===== config.mk =====
export PLATFORM = sky130hd
export DESIGN_NAME = alu_operand_stage
export DESIGN_NICKNAME = d
export VERILOG_FILES = /design/src/rtl/alu_operand_stage.sv
export SDC_FILE = /design/constraint.sdc
export NUM_CORES = 1
export LEC_CHECK = 0
export ABC_AREA = 1
export ABC_CLOCK_PERIOD_IN_PS = 1550
export BUFFER_PORTS_ARGS = -buffer_cell sky130_fd_sc_hd__buf_2
export CAP_MARGIN = 20
export CORE_MARGIN = 2
export CORE_UTILIZATION = 40
export CTS_CLUSTER_DIAMETER = 120
export CTS_CLUSTER_SIZE = 12
export DETAILED_ROUTE_END_ITERATION = 7
export GPL_ROUTABILITY_DRIVEN = 0
export PLACE_DENSITY = 0.71
export SYNTH_ARGS = -nofsm -noshare
export SYNTH_HDL_FRONTEND = slang
export SYNTH_SLANG_ARGS = --single-unit

===== constraint.sdc =====
create_clock -name clk -period 1.55 [get_ports clk]
set_clock_uncertainty 0.05 [all_clocks]
set_input_delay 0.0775 -clock clk [delete_from_list [all_inputs] [get_ports clk]]
set_output_delay 0.0775 -clock clk [all_outputs]
set_load 0.005 [all_outputs]

===== src/rtl/alu_operand_stage.sv =====
// ID/EX operand stage: forwards EX/MEM and MEM/WB results, selects ALU operands,
// blocks on load-use hazards and registers a/b/aluc behind a valid/ready handshake.
module alu_operand_stage #(
    parameter int unsigned STALL_CNT_W = 16
) (
    input  logic                   clk,
    input  logic                   rst_n,
    input  logic                   in_valid,
    output logic                   in_ready,
    input  logic [4:0]             rs_addr,
    input  logic [4:0]             rt_addr,
    input  logic [31:0]            rs_data,
    input  logic [31:0]            rt_data,
    input  logic [15:0]            imm16,
    input  logic [4:0]             shamt,
    input  logic [3:0]             alu_op,
    input  logic [1:0]             a_sel,
    input  logic [1:0]             b_sel,
    input  logic                   exm_wen,
    input  logic                   exm_is_load,
    input  logic [4:0]             exm_waddr,
    input  logic [31:0]            exm_wdata,
    input  logic                   mwb_wen,
    input  logic [4:0]             mwb_waddr,
    input  logic [31:0]            mwb_wdata,
    input  logic                   flush,
    output logic                   out_valid,
    input  logic                   out_ready,
    output logic [31:0]            a,
    output logic [31:0]            b,
    output logic [3:0]             aluc,
    output logic [STALL_CNT_W-1:0] stall_cnt
);

    logic [31:0] rs_fwd;
    logic [31:0] rt_fwd;
    logic [31:0] a_nxt;
    logic [31:0] b_nxt;
    logic        rs_used;
    logic        rt_used;
    logic        rs_load_hit;
    logic        rt_load_hit;
    logic        hazard;
    logic        capture;

    // EX/MEM takes priority over MEM/WB; r0 is hardwired to zero
    always_comb begin
        rs_fwd = rs_data;
        if (rs_addr == 5'd0)
            rs_fwd = '0;
        else if (exm_wen && (exm_waddr == rs_addr))
            rs_fwd = exm_wdata;
        else if (mwb_wen && (mwb_waddr == rs_addr))
            rs_fwd = mwb_wdata;
    end

    always_comb begin
        rt_fwd = rt_data;
        if (rt_addr == 5'd0)
            rt_fwd = '0;
        else if (exm_wen && (exm_waddr == rt_addr))
            rt_fwd = exm_wdata;
        else if (mwb_wen && (mwb_waddr == rt_addr))
            rt_fwd = mwb_wdata;
    end

    always_comb begin
        rs_used     = (a_sel == 2'd0) || (a_sel == 2'd2);
        rt_used     = (b_sel == 2'd0);
        rs_load_hit = rs_used && (exm_waddr == rs_addr);
        rt_load_hit = rt_used && (exm_waddr == rt_addr);
        hazard      = in_valid && exm_wen && exm_is_load && (exm_waddr != 5'd0)
                      && (rs_load_hit || rt_load_hit);
    end

    assign in_ready = (!out_valid || out_ready) && !hazard;
    assign capture  = in_valid && in_ready && !flush;

    always_comb begin
        a_nxt = '0;
        case (a_sel)
            2'd0:    a_nxt = rs_fwd;
            2'd1:    a_nxt = {27'd0, shamt};
            2'd2:    a_nxt = {27'd0, rs_fwd[4:0]};
            default: a_nxt = '0;
        endcase
    end

    always_comb begin
        b_nxt = '0;
        case (b_sel)
            2'd0:    b_nxt = rt_fwd;
            2'd1:    b_nxt = {{16{imm16[15]}}, imm16};
            2'd2:    b_nxt = {16'd0, imm16};
            default: b_nxt = '0;
        endcase
    end

    // A bubble needs no explicit branch: with a free slot and no capture, the drain path clears out_valid
    always_ff @(posedge clk or negedge rst_n) begin
        if (!rst_n) begin
            out_valid <= 1'b0;
            a         <= '0;
            b         <= '0;
            aluc      <= '0;
        end else if (flush) begin
            out_valid <= 1'b0;
        end else if (capture) begin
            out_valid <= 1'b1;
            a         <= a_nxt;
            b         <= b_nxt;
            aluc      <= alu_op;
        end else if (out_ready) begin
            out_valid <= 1'b0;
        end
    end

    always_ff @(posedge clk or negedge rst_n) begin
        if (!rst_n)
            stall_cnt <= '0;
        else if (hazard && (stall_cnt != '1))
            stall_cnt <= stall_cnt + 1'b1;
    end

endmodule


==> flow_summary.ini <==
[synth]
syn_area_per_cell_um2 = 6.05
async_flop_share = 1.00
yosys-top-cells-area = dfrtp_1 33%, nand2_1 26%, nand3_1 17%, inv_1 5.9%, nand4_1 3.9%
synthFlopType = dfrtp_1
yosysUniqueCellTypes = 27
synth.largest_area_cell = dfrtp_1
syn_inst = 1057
synth_common_cells = 446 x nand2_1, 217 x nand3_1, 101 x inv_1
synth_warnings = 0
yosysMostFrequentCell = nand2_1
syn_nets = 1243
syn_area_um2 = 6400
synth_seq_cells = 85
synth_edf_count = 0
synth.top_cell.area_share = 0.332
ys_seq_area_frac = 0.332

[min_path]
hold_depth = 4
hp-class = input port to flop

[route]
first_iter_violations = 580
drc = 0
drt-total-wl_mm = 25.2
firstDrtPassIters = 6
wl_per_cell_um = 16.0
ant_nets = 0
vias = 8173
vias_per_cell = 5.19

[clocking]
clock_path_buffers = 2
cts_tree = done
clockRootBuffer = clkbuf_16
cts.clk_slew.worst_paths_ps = 70
clock-sinks = 85
htreeDepth = 3
clk_latency_ps = 360
cts_buffers = 9

[grt]
antenna_found_initial = 1
overflow = 0
grt_pass1_vias = 7808
grt_max_degree = 52
grt_usage = 0.292
grt_first_pass_wirelength_mm = 38.4

[layout]
syn_to_final_growth_pct = 40.9
fin_util = 0.572
multi_input_area_um2 = 3690
regArea_um2 = 2130
n_antenna_cell = 0
design_area_um2 = 9010
fillers = 1620
drive_gt1_frac = 0.278
nets = 1539

[floorplan]
row_count = 46
start_util = 0.406
core_area_um2 = 15800
die_area_um2 = 17000
die_height_um = 130
io_pins = 271
fp.dieW_um = 130

[setup_path]
crit_chain = ha_4 -> nand3_4 -> nor2_4 -> nand2_2 -> nor2_4 -> nand3_4 -> nand2_4 -> buf_6 -> nand2_1 -> nand2_1
cpMaxStageDelayCell = dfrtp_2
critical_path_arrival_ps = 1750
reg2reg_depth = 10
crit_type = flop to flop
cp_slowest_stage_delay_ps = 390
crit_path_start_kind = flop
crit_fanout = 6
cp.required_ps = 1790
end_kind = flop

[placement]
numPortBuffers = 270
hpwl_mm = 18.7
dpl_cell_area_um2 = 8340

[power]
leakagePower_nw = 5.29
p_per_area_nw_per_um2 = 730
finalPower_mw = 6.58
ir_drop_mv = 0.511

[run_status]
outcome = complete, no violations

[timing]
final_max_slew_viol_count = 0
max_slew_margin = 0.721
fmax_ghz = 0.662
period_share = 0.975
min_period_ps = 1510
holdWs_ps = 50.2
rsz0062_at_grt = true
setup_viol = 0
tightest_slew_ps = 418
final_hold_viol_count = 0

[flow_run]
drv_cap = 0
critical path: cells and delay by family (launching register included):
| kind | cells | cell delay, ps |
|---|---|---|
| AND/OR/NAND/NOR | 8 | 730 |
| flip-flops | 1 | 390 |
| adder cells (fa/ha/maj) | 1 | 150 |
| buffers and inverters | 1 | 130 |
cells in the final DEF (no fill, tap or decap), types with 6 or more instances in the layout:
cell	instances
nand2_1	440
buf_2	269
nand3_1	213
inv_1	101
dfrtp_1	80
nand4_1	40
buf_4	36
dlygate4sd3_1	27
nor2_1	20
o21ai_1	19
buf_12	16
o21ai_0	14
xor2_1	10
clkbuf_16	9
xnor2_1	7
nor2_2	7
nand2_2	6
what timing repair did:
action                     CTS  global route
resized for setup            7            19
gates cloned                 1             0
buffers inserted             2             0
hold buffers                27             0
hold endpoints to repair   111             0
setup endpoints to repair   12            16
pin swaps                    3             7
layer usage:
| metal | GRT usage | vias to the layer above | share of wire |
|---|---|---|---|
| li1 | - | 3969 | - |
| met1 | 0.343 | 3692 | 0.40 |
| met2 | 0.502 | 414 | 0.48 |
| met3 | 0.0460 | 96 | 0.073 |
| met4 | 0.178 | 2 | 0.049 |
| met5 | 0 | - | 0.00052 |
logic make-up after synthesis:
logic type,count (synthesis),share of synthesized area
simple gates,746,0.502
buf+inv,172,0.112
xor+xnor,17,0.0233
fa+ha+maj,1,0.00196
flops,85,0.332
compound gates,36,0.0282
path summary, 6_finish.rpt:
path | start | endpoint | slack (ps)
worst max-delay path | stall_cnt[1]$_DFFE_PN0P_ | stall_cnt[11]$_DFFE_PN0P_ | 40
worst min-delay path | out_ready | out_valid$_DFFE_PN0P_ | 50
worst max register to register | stall_cnt[1]$_DFFE_PN0P_ | stall_cnt[11]$_DFFE_PN0P_ | 40
worst min register to register | a[18]$_DFFE_PN0P_ | a[18]$_DFFE_PN0P_ | 430
max in group asynchronous | rst_n | b[2]$_DFFE_PN0P_ | 770
min in group asynchronous | rst_n | b[19]$_DFFE_PN0P_ | 130
metrics by stage:
step	setup slack (ps)	instances	TNS, ps
after floorplan	-6.31	1057	-9.45
after global placement	24.2	1528	0
after detailed placement	-32.2	1528	-115
after CTS	1.63	1574	0
after global routing	-29.2	1574	-247
final	39.5	1574	0
registers in the layout (all words and copies together), names as in the netlist:
signal / cells
out_valid: 1
aluc: 4
b: 32
a: 32
stall_cnt: 16
layout make-up:
type / instances / area share
well taps: 216 / 0.0300
clock inverters: 6 / 0.00514
repair buffers: 351 / 0.249
multi-input cells: 800 / 0.409
inverters: 106 / 0.0441
clock buffers: 10 / 0.0265
flip-flops and latches: 85 / 0.237
report_power, final:
part | switching [mW] | total [mW] | leakage [nW] | internal (mW)
clock network | 1.03 | 2.17 | 0.135 | 1.14
registers | 0.139 | 2.59 | 1.12 | 2.45
logic | 1.03 | 1.83 | 4.03 | 0.793
Power figures use the tool's default switching activity.
